==> config.mk <==
export PLATFORM = sky130hd
export DESIGN_NAME = drive_cmd_ctrl
export DESIGN_NICKNAME = d
export VERILOG_FILES = /design/src/rtl/drive_cmd_ctrl.sv
export SDC_FILE = /design/constraint.sdc
export NUM_CORES = 1
export LEC_CHECK = 0
export CAP_MARGIN = 5
export CORE_UTILIZATION = 45
export DETAILED_ROUTE_END_ITERATION = 6
export HOLD_SLACK_MARGIN = 0.06
export PLACE_DENSITY_LB_ADDON = 0.08
export SYNTH_ARGS = -nofsm -noshare
export SYNTH_HDL_FRONTEND = slang
export SYNTH_SLANG_ARGS = --single-unit
==> constraint.sdc <==
create_clock -name clk -period 2.2 [get_ports clk]
set_clock_uncertainty 0.15 [all_clocks]
set_input_delay 0.44 -clock clk [delete_from_list [all_inputs] [get_ports clk]]
set_output_delay 0.44 -clock clk [all_outputs]
set_load 0.02 [all_outputs]
==> src/rtl/drive_cmd_ctrl.sv <==
// Debounced IR/tin inputs -> slew-limited duty command and stop/status flags for the PWM stage; stop 1 clk after debounced obstacle, no backpressure.
// Optional DRIVE_CMD_RAMP_EN: defined = ramp 1 LSB per RAMP_DIV clocks; undefined = SLEW loads target in one clock.
module drive_cmd_ctrl #(
  parameter int unsigned DEB_CYCLES     = 16,
  parameter int unsigned DUTY_FAST      = 180,
  parameter int unsigned DUTY_SLOW      = 150,
  parameter int unsigned RAMP_DIV       = 64,
  parameter int unsigned RESTART_CYCLES = 256
) (
  input  logic       clk,
  input  logic       rst,
  input  logic       ir_raw,
  input  logic       tin_raw,
  output logic [7:0] duty,
  output logic       motor_en,
  output logic       obstacle,
  output logic       fast,
  output logic       at_speed
);

  typedef enum logic [2:0] {IDLE, SLEW, RUN, BLOCKED, HOLDOFF} state_t;

  if (DEB_CYCLES < 1 || DEB_CYCLES > 65535 || RAMP_DIV < 1 || RAMP_DIV > 65535 ||
      RESTART_CYCLES < 1 || RESTART_CYCLES > 65535 || DUTY_FAST > 255 || DUTY_SLOW > 255) begin : g_param_chk
    $error("drive_cmd_ctrl: parameter out of range");
  end

  state_t      state, state_nxt;
  logic [7:0]  duty_nxt;
  logic [7:0]  target;
  logic [1:0]  ir_sync, tin_sync;
  logic [15:0] ir_deb_cnt, tin_deb_cnt;
  logic [15:0] hold_cnt;

  always_ff @(posedge clk) begin
    if (rst) begin
      ir_sync     <= '0;
      tin_sync    <= '0;
      ir_deb_cnt  <= '0;
      tin_deb_cnt <= '0;
      obstacle    <= 1'b0;
      fast        <= 1'b0;
    end else begin
      ir_sync  <= {ir_sync[0], ir_raw};
      tin_sync <= {tin_sync[0], tin_raw};
      // Flip only after DEB_CYCLES consecutive mismatching samples.
      if (ir_sync[1] == obstacle) begin
        ir_deb_cnt <= '0;
      end else if (ir_deb_cnt == 16'(DEB_CYCLES - 1)) begin
        ir_deb_cnt <= '0;
        obstacle   <= ir_sync[1];
      end else begin
        ir_deb_cnt <= ir_deb_cnt + 16'd1;
      end
      if (tin_sync[1] == fast) begin
        tin_deb_cnt <= '0;
      end else if (tin_deb_cnt == 16'(DEB_CYCLES - 1)) begin
        tin_deb_cnt <= '0;
        fast        <= tin_sync[1];
      end else begin
        tin_deb_cnt <= tin_deb_cnt + 16'd1;
      end
    end
  end

  assign target = fast ? 8'(DUTY_FAST) : 8'(DUTY_SLOW);

`ifdef DRIVE_CMD_RAMP_EN
  logic [15:0] pre_cnt;
  logic        tick;

  assign tick = (pre_cnt == 16'(RAMP_DIV - 1));

  // Prescaler restarts from zero on every entry into SLEW.
  always_ff @(posedge clk) begin
    if (rst)                                  pre_cnt <= '0;
    else if (state == SLEW && state_nxt == SLEW) pre_cnt <= tick ? 16'd0 : pre_cnt + 16'd1;
    else                                      pre_cnt <= '0;
  end
`endif

  always_comb begin
    state_nxt = state;
    duty_nxt  = duty;
    case (state)
      IDLE: begin
        duty_nxt  = 8'd0;
        state_nxt = obstacle ? BLOCKED : SLEW;
      end
      SLEW: begin
        if (obstacle) begin
          state_nxt = BLOCKED;
          duty_nxt  = 8'd0;
        end else if (duty == target) begin
          state_nxt = RUN;
        end else begin
`ifdef DRIVE_CMD_RAMP_EN
          if (tick) duty_nxt = (duty < target) ? duty + 8'd1 : duty - 8'd1;
`else
          duty_nxt = target;
`endif
        end
      end
      RUN: begin
        if (obstacle) begin
          state_nxt = BLOCKED;
          duty_nxt  = 8'd0;
        end else if (duty != target) begin
          state_nxt = SLEW;
        end
      end
      BLOCKED: begin
        duty_nxt = 8'd0;
        if (!obstacle) state_nxt = HOLDOFF;
      end
      HOLDOFF: begin
        duty_nxt = 8'd0;
        if (obstacle)                                    state_nxt = BLOCKED;
        else if (hold_cnt == 16'(RESTART_CYCLES - 1))    state_nxt = IDLE;
      end
      default: begin
        state_nxt = IDLE;
        duty_nxt  = 8'd0;
      end
    endcase
  end

  always_ff @(posedge clk) begin
    if (rst) begin
      state    <= IDLE;
      duty     <= 8'd0;
      motor_en <= 1'b0;
      at_speed <= 1'b0;
      hold_cnt <= '0;
    end else begin
      state    <= state_nxt;
      duty     <= duty_nxt;
      motor_en <= (state_nxt == SLEW) || (state_nxt == RUN);
      at_speed <= (state_nxt == RUN);
      // Counter only advances while staying in HOLDOFF, so any re-entry starts at zero.
      hold_cnt <= (state == HOLDOFF && state_nxt == HOLDOFF) ? hold_cnt + 16'd1 : 16'd0;
    end
  end

endmodule

==> results of run 1 <==
cell families (layout without fill, tap and decap cells):
group / Yosys count / after routing / share of synthesized area, %
other cells: 1 / 3 / 0.143
fa+ha+maj: 3 / 3 / 1.43
compound gates: 13 / 13 / 3.24
simple gates: 152 / 152 / 29.0
xor+xnor: 43 / 43 / 14.3
buf+inv: 21 / 41 / 3.86
mux: 2 / 2 / 0.762
flops: 62 / 62 / 47.2
stage by stage:
stage	setup WS [ns]	power (W)
floorplan	0.535	0.00122
global placement	0.242	0.00125
CTS	0.168	0.00218
detailed placement	0.187	0.00125
global route	0.103	0.00224
finish	0.196	0.00215
power breakdown:
part	switching (W)	leakage (nW)	total, W	internal [W]
clock	0.000405	0.0958	0.000933	0.000528
sequential	0.0000119	0.502	0.00115	0.00114
combinational	0.0000397	0.326	0.0000746	0.0000349
total	0.000456	0.924	0.00215	0.00170
worst paths after layout:
path,end,slack [ns],cells past startpoint
setup / recovery,fast,0.20,1
hold / removal,ir_sync[1]$_SDFF_PP0_,0.29,1
setup reg to reg,state[2]$_SDFF_PP0_,0.37,5
hold reg to reg,ir_sync[1]$_SDFF_PP0_,0.29,1
synthesized netlist by cell type:
library cell	count	area (um^2)
dfxtp_1	62	1240
nor2_1	56	210
xnor2_1	36	315
nor4_1	24	150
nand3_1	17	85.1
nand2_1	13	48.8
nor3_1	11	55.1
inv_1	9	33.8
nand4_1	9	56.3
xor2_1	7	61.3
nor2b_1	6	37.5
buf_4	5	37.5
or3_1	4	25.0
a21oi_1	3	15.0
and3_1	3	18.8
buf_2	3	15.0
ha_1	3	37.5
o21ai_0	3	15.0
a22oi_1	2	15.0
clkbuf_1	2	7.51
mux2i_1	2	20.0
nand4b_1	2	17.5
or3b_1	2	17.5
a2111oi_0	1	8.76
a21boi_1	1	7.51
a31o_2	1	8.76
and2_1	1	6.26
and4_1	1	8.76
clkinv_1	1	3.75
conb_1	1	3.75
inv_2	1	3.75
nand3b_1	1	7.51
nand4_2	1	12.5
o22ai_1	1	6.26
o41ai_1	1	8.76
or2_2	1	6.26
routing by layer:
| metal | part of all wire (%) | track usage, % | up-vias |
|---|---|---|---|
| met5 | 0 | 0 | - |
| met4 | 2.3 | 10.0 | 0 |
| met3 | 3.2 | 3.84 | 9 |
| met2 | 42 | 25.4 | 31 |
| met1 | 52 | 23.0 | 925 |
| li1 | - | - | 1057 |
registers in the layout (all words and copies together) (netlist names):
name,flops
tin_deb_cnt,16
state,3
tin_sync,2
obstacle,1
ir_sync,2
motor_en,1
duty,3
ir_deb_cnt,16
fast,1
hold_cnt,16
at_speed,1
cell type report:
cell class / count / area (um^2)
inverters: 11 / 41.3
multi-input cells: 216 / 1290
clock buffers: 15 / 186
flip-flops and latches: 62 / 1240
fillers: 529 / 2580
repair buffers: 15 / 143
well taps: 72 / 90.1
==> impl_results.md, run 1 <==
- Initial antenna violation count: 0
- Vias: roughly 2,000
- Rows: 27
- Initial DRC Count: 90
- Routed Antenna Nets: 0
- Crit path DAT: ~1.4 ns
- Fin crit period: around 2.0 ns
- WL final: between 4000 and 5000 um
- IO Pins: 16
- Commonest non-fill, non-tap cell in the layout: dfxtp_1
- VDD IR-drop max: 0.571 mV
- Largest net degree at the start of global routing: 17
- Fin cells: roughly 390
- Post-synthesis cell count: ~300
- CTS tree: done
- FF-to-FF Start: hold_cnt[0]$_SDFF_PP0_
- Design Area, Final: roughly 3000 um^2
- Die width: between 70 and 80 um
- Hold buffer count at CTS: 0
- Tot GR Track Use: between 15 and 20%
- FMAX: 499 MHz
- CTS resizes: 0
- Cells along the critical path: clkdlybuf4s50_1
- Hold Path Origin: ir_sync[0]$_SDFF_PP0_
- Vias in the first global route: 1,904
- Kind of critical path: reg2out
- Hold Path Class: reg2reg
- Synth Warn #: 0
- Max-Cap Viols: 0
- Chip height: 78.4 um
- Outcome: completed
- Power density over cell area: slightly above 700 nW/um^2
- Netlist cell types: 36
- Worst setup EP type: primary output
- Final setup TNS: 0 ns
- Crit start category: flip-flop
- GPL Wtd Cong: slightly below 0.8
- DRC Markers: 0
- First-pass detailed-route iteration total: 4
- Seq cells post-synth: 62
- Layout Nets: 322
- Final Hold Fails: 0
- Post-DR wirelength/cell: around 12 um
- CTS Buffer Depth: 2
- Post-CTS setup buffer count: 0
- Worst-skew pair later-pin latency: 0.33 ns
- Global-route wire length before repair: about 8400 um
- Antenna Cells: 0
- CP bufs+invs: 1
- Worst hold slack: between 0.2 and 0.3 ns
- Root Buffer: clkbuf_8
- Slew Viols, Final: 0
- Number of clock sinks: 62
- Initial cell density of the core: 47.2%
- Post-DP HPWL: between 3000 and 4000 um
- GRT overflow: 0
- Die Area: 6150 um^2
- Sequential area share after synthesis: 47.2%
- Beginning of the critical path: fast$_SDFFE_PP0P_
- Final core occ: approximately 54%
- H-Tree Depth: 3
- Crit path largest cell delay: 0.65 ns
- Avg Vias per Cell: between 5 and 6
- Worst-path maximum fanout: 7
- CTS Buf Count: 9
- Required time of the worst setup path: about 1.6 ns
- Post-synth design cell area: ~2600 um^2
- Area after DPL: about 2800 um^2
- Share of layout cells above drive strength 1: roughly 6.3%
- CP top delay family: buffers and inverters
- Setup violators final: 0
- Most frequent cells in the layout: dfxtp_1 (62), nor2_1 (56), xnor2_1 (36), nor4_1 (24), nand3_1 (17)
- RSZ-0062 raised after global routing: false
- CP max stage cell: clkdlybuf4s50_1
- Placed cell count: 376
- Layout area overhead: 13.9%
- Mean Syn Cell Area: between 8 and 9 um^2
- Fin crit share: about nine tenths
- Leakage: 0.924 nW
- Clock transition at path regs: approximately 0.060 ns
- Core Footprint: approximately 5600 um^2
- PortBufs: 12
Power figures use the tool's default switching activity.
==> run 2: changes to the inputs <==
--- a/config.mk
+++ b/config.mk
@@ -8,6 +8,7 @@
 export CAP_MARGIN = 5
 export CORE_UTILIZATION = 45
 export DETAILED_ROUTE_END_ITERATION = 6
+export GPL_TIMING_DRIVEN = 1
 export HOLD_SLACK_MARGIN = 0.06
 export PLACE_DENSITY_LB_ADDON = 0.08
 export SYNTH_ARGS = -nofsm -noshare
==> results of run 2 <==
Same layout as run 1: the final DEF is identical, and so are final timing and power.
==> run 3: changes to the inputs <==
--- a/config.mk
+++ b/config.mk
@@ -5,6 +5,7 @@
 export SDC_FILE = /design/constraint.sdc
 export NUM_CORES = 1
 export LEC_CHECK = 0
+export ABC_AREA = 1
 export CAP_MARGIN = 5
 export CORE_UTILIZATION = 45
 export DETAILED_ROUTE_END_ITERATION = 6
==> impl_results.md, run 3 <==
- GPL Wtd Cong: 0.850 (was 0.776)
- Design Area, Final: 3380 um^2 (was 3000 um^2)
- Tot GR Track Use: 17.7% (was 17.2%)
- Crit start category: flip-flop (unchanged)
- Post-synthesis cell count: 438 (was 297)
- DRC Markers: 0 (unchanged)
- Mean Syn Cell Area: 6.95 um^2 (was 8.85 um^2)
- Initial antenna violation count: 0 (unchanged)
- First-pass detailed-route iteration total: 4 (unchanged)
- Largest net degree at the start of global routing: 17 (unchanged)
- Commonest non-fill, non-tap cell in the layout: nand2_1 (was dfxtp_1)
- Hold buffer count at CTS: 0 (unchanged)
- Most frequent cells in the layout: nand2_1 (82), nor2_1 (67), dfxtp_1 (62), inv_1 (51), a21oi_1 (31) (was dfxtp_1 (62), nor2_1 (56), xnor2_1 (36), nor4_1 (24), nand3_1 (17))
- Antenna Cells: 0 (unchanged)
- Fin crit share: 92.4% (was 91.1%)
- WL final: 5620 um (was 4550 um)
- Cells along the critical path: clkdlybuf4s50_1 (unchanged)
- Power density over cell area: 625 nW/um^2 (was 719 nW/um^2)
- Root Buffer: clkbuf_8 (unchanged)
- Die Area: 7100 um^2 (was 6150 um^2)
- VDD IR-drop max: 0.380 mV (was 0.571 mV)
- Fin crit period: 2.03 ns (was 2.00 ns)
- Final Hold Fails: 0 (unchanged)
- Setup violators final: 0 (unchanged)
- Initial DRC Count: 135 (was 90)
- CTS Buf Count: 9 (unchanged)
- CP top delay family: buffers and inverters (unchanged)
- Leakage: 1.15 nW (was 0.924 nW)
- Worst-path maximum fanout: 7 (unchanged)
- CTS tree: done (unchanged)
- WL met1: 2910 um (was 2380 um)
- Netlist cell types: 30 (was 36)
- Synth Warn #: 0 (unchanged)
- Highest routed layer: met4 (unchanged)
- Crit path DAT: 1.44 ns (was 1.41 ns)
- Fraction of registers with async set/reset: 0% (unchanged)
- Clock transition at path regs: 0.06 ns (about the same)
- Cell type with the largest total area after synthesis: dfxtp_1 (unchanged)
- Vias in the first global route: 2,397 (was 1,904)
- FMAX: 492 MHz (was 499 MHz)
- Slew Viols, Final: 0 (unchanged)
- Routed Antenna Nets: 0 (unchanged)
- H-Tree Depth: 3 (unchanged)
- Crit path largest cell delay: 0.65 ns (about the same)
- Fin cells: 535 (was 391)
- Initial cell density of the core: 47.4% (was 47.2%)
- Worst-skew pair later-pin latency: 0.34 ns (was 0.33 ns)
- Post-synth design cell area: 3040 um^2 (was 2630 um^2)
- Layout area overhead: 10.9% (was 13.9%)
- Top cells by area, synth: dfxtp_1 (41%), nand2_1 (10%), nor2_1 (8.3%) (was dfxtp_1 (47%), xnor2_1 (12%), nor2_1 (8.0%))
- Vias: 2,633 (was 2,022)
- Sequential area share after synthesis: 40.8% (was 47.2%)
- Final setup TNS: 0 ns (unchanged)
- Required time of the worst setup path: 1.61 ns (about the same)
- Layout Nets: 462 (was 322)
- IO Pins: 16 (unchanged)
- CP bufs+invs: 1 (unchanged)
- GRT overflow: 0 (unchanged)
- Met3 Wirelength: 235 um (was 145 um)
- Worst setup EP type: primary output (unchanged)
- Kind of critical path: reg2out (unchanged)
- CP max stage cell: clkdlybuf4s50_1 (unchanged)
- Global-route wire length before repair: 10,100 um (was 8380 um)
- Top FF cell, synth: dfxtp_1 (unchanged)
- Number of clock sinks: 62 (unchanged)
- Regs by FF count: hold_cnt (16), ir_deb_cnt (16), tin_deb_cnt (16) (unchanged)
- Share of the synthesized area in the top cell type: 40.8% (was 47.2%)
- Post-DR wirelength/cell: 10.5 um (was 11.6 um)
- Outcome: completed (unchanged)
- RSZ-0062 raised after global routing: false (unchanged)
- Die width: 84.3 um (was 78.4 um)
- Area after DPL: 3200 um^2 (was 2810 um^2)
- # fillers: 652 (was 529)
- CTS resizes: 0 (unchanged)
- EDFF count, synth: 0 (unchanged)
- Share of layout cells above drive strength 1: 11.8% (was 6.27%)
- Post-CTS setup buffer count: 0 (unchanged)
- Count leader, synth: nand2_1 (was dfxtp_1)
- Hold Path Class: reg2reg (unchanged)
- WL met2: 2370 um (was 1920 um)
- Total chip power: 0.00211 W (was 0.00215 W)
- Post-DP HPWL: 4140 um (was 3070 um)
- PortBufs: 12 (unchanged)
- Rows: 29 (was 27)
- Avg Vias per Cell: 4.92 (was 5.17)
- Placed cell count: 521 (was 376)
- Max-Cap Viols: 0 (unchanged)
- CTS Buffer Depth: 2 (unchanged)
- Most frequent cells after synthesis: nand2_1 (82), nor2_1 (67), dfxtp_1 (62) (was dfxtp_1 (62), nor2_1 (56), xnor2_1 (36))
- Core Footprint: 6420 um^2 (was 5570 um^2)
- Chip height: 84.3 um (was 78.4 um)
- Seq cells post-synth: 62 (unchanged)
## run 3: changes by cell type after synthesis, sizes merged, moves of 14 or more
cell | before | now
a21oi | 3 | 31
inv | 10 | 65
nand2 | 13 | 85
nor2 | 56 | 83
nor3 | 11 | 25
nor4 | 24 | 0
xnor2 | 36 | 6
## run 3: layout make-up
cell class / instances / area (um^2) / area share, %
Clock buffer: 13 / 169 / 5.00
Timing Repair Buffer: 14 / 135 / 4.00
Clock inverter: 1 / 5.00 / 0.148
Inverter: 65 / 244 / 7.22
Tap cell: 77 / 96.3 / 2.85
Sequential cell: 62 / 1240 / 36.8
Multi-Input combinational cell: 303 / 1490 / 44.0
## run 3: cell families after synthesis
logic type / synth area share (%)
AOI/OAI and AO/OA: 7.03
xor gates and xnor gates: 3.16
adders and majority gates: 1.23
buffers and inverters: 10.6
DFF: 40.8
other: 0.123
and+or+nand+nor: 37.0
## run 3: path summary, 6_finish.rpt
kind / from / end / slack [ns] / cells past startpoint
min: ir_sync[0]$_SDFF_PP0_ / ir_sync[1]$_SDFF_PP0_ / 0.25 / 2
max: fast$_SDFFE_PP0P_ / fast / 0.17 / 1
max reg2reg: ir_deb_cnt[0]$_SDFF_PP0_ / ir_deb_cnt[14]$_SDFF_PP0_ / 0.39 / 8
min reg2reg: ir_sync[0]$_SDFF_PP0_ / ir_sync[1]$_SDFF_PP0_ / 0.25 / 2
## run 3: routing by layer
layer | vias to the layer above | track usage [%]
met4 | 0 | 6.74
met1 | 1149 | 23.9
li1 | 1421 | -
met5 | - | 0
met2 | 55 | 27.0
met3 | 8 | 4.72
## run 3: metrics by stage
| step | setup WS [ns] | hold slack (ns) | utilization, % |
|---|---|---|---|
| finish | 0.167 | 0.250 | 52.6 |
| floorplan | 0.624 | 0.238 | - |
| global route | 0.127 | 0.285 | 52.6 |
| CTS | 0.158 | 0.252 | 52.6 |
| detailed placement | 0.267 | 0.246 | 49.9 |
| global placement | 0.290 | 0.245 | 49.9 |
## run 3: report_power, final
group | internal [W] | switching, W
Sequential | 0.00113 | 0.00000600
Combinational | 0.0000281 | 0.0000426
Clock | 0.000487 | 0.000413
Total | 0.00165 | 0.000461
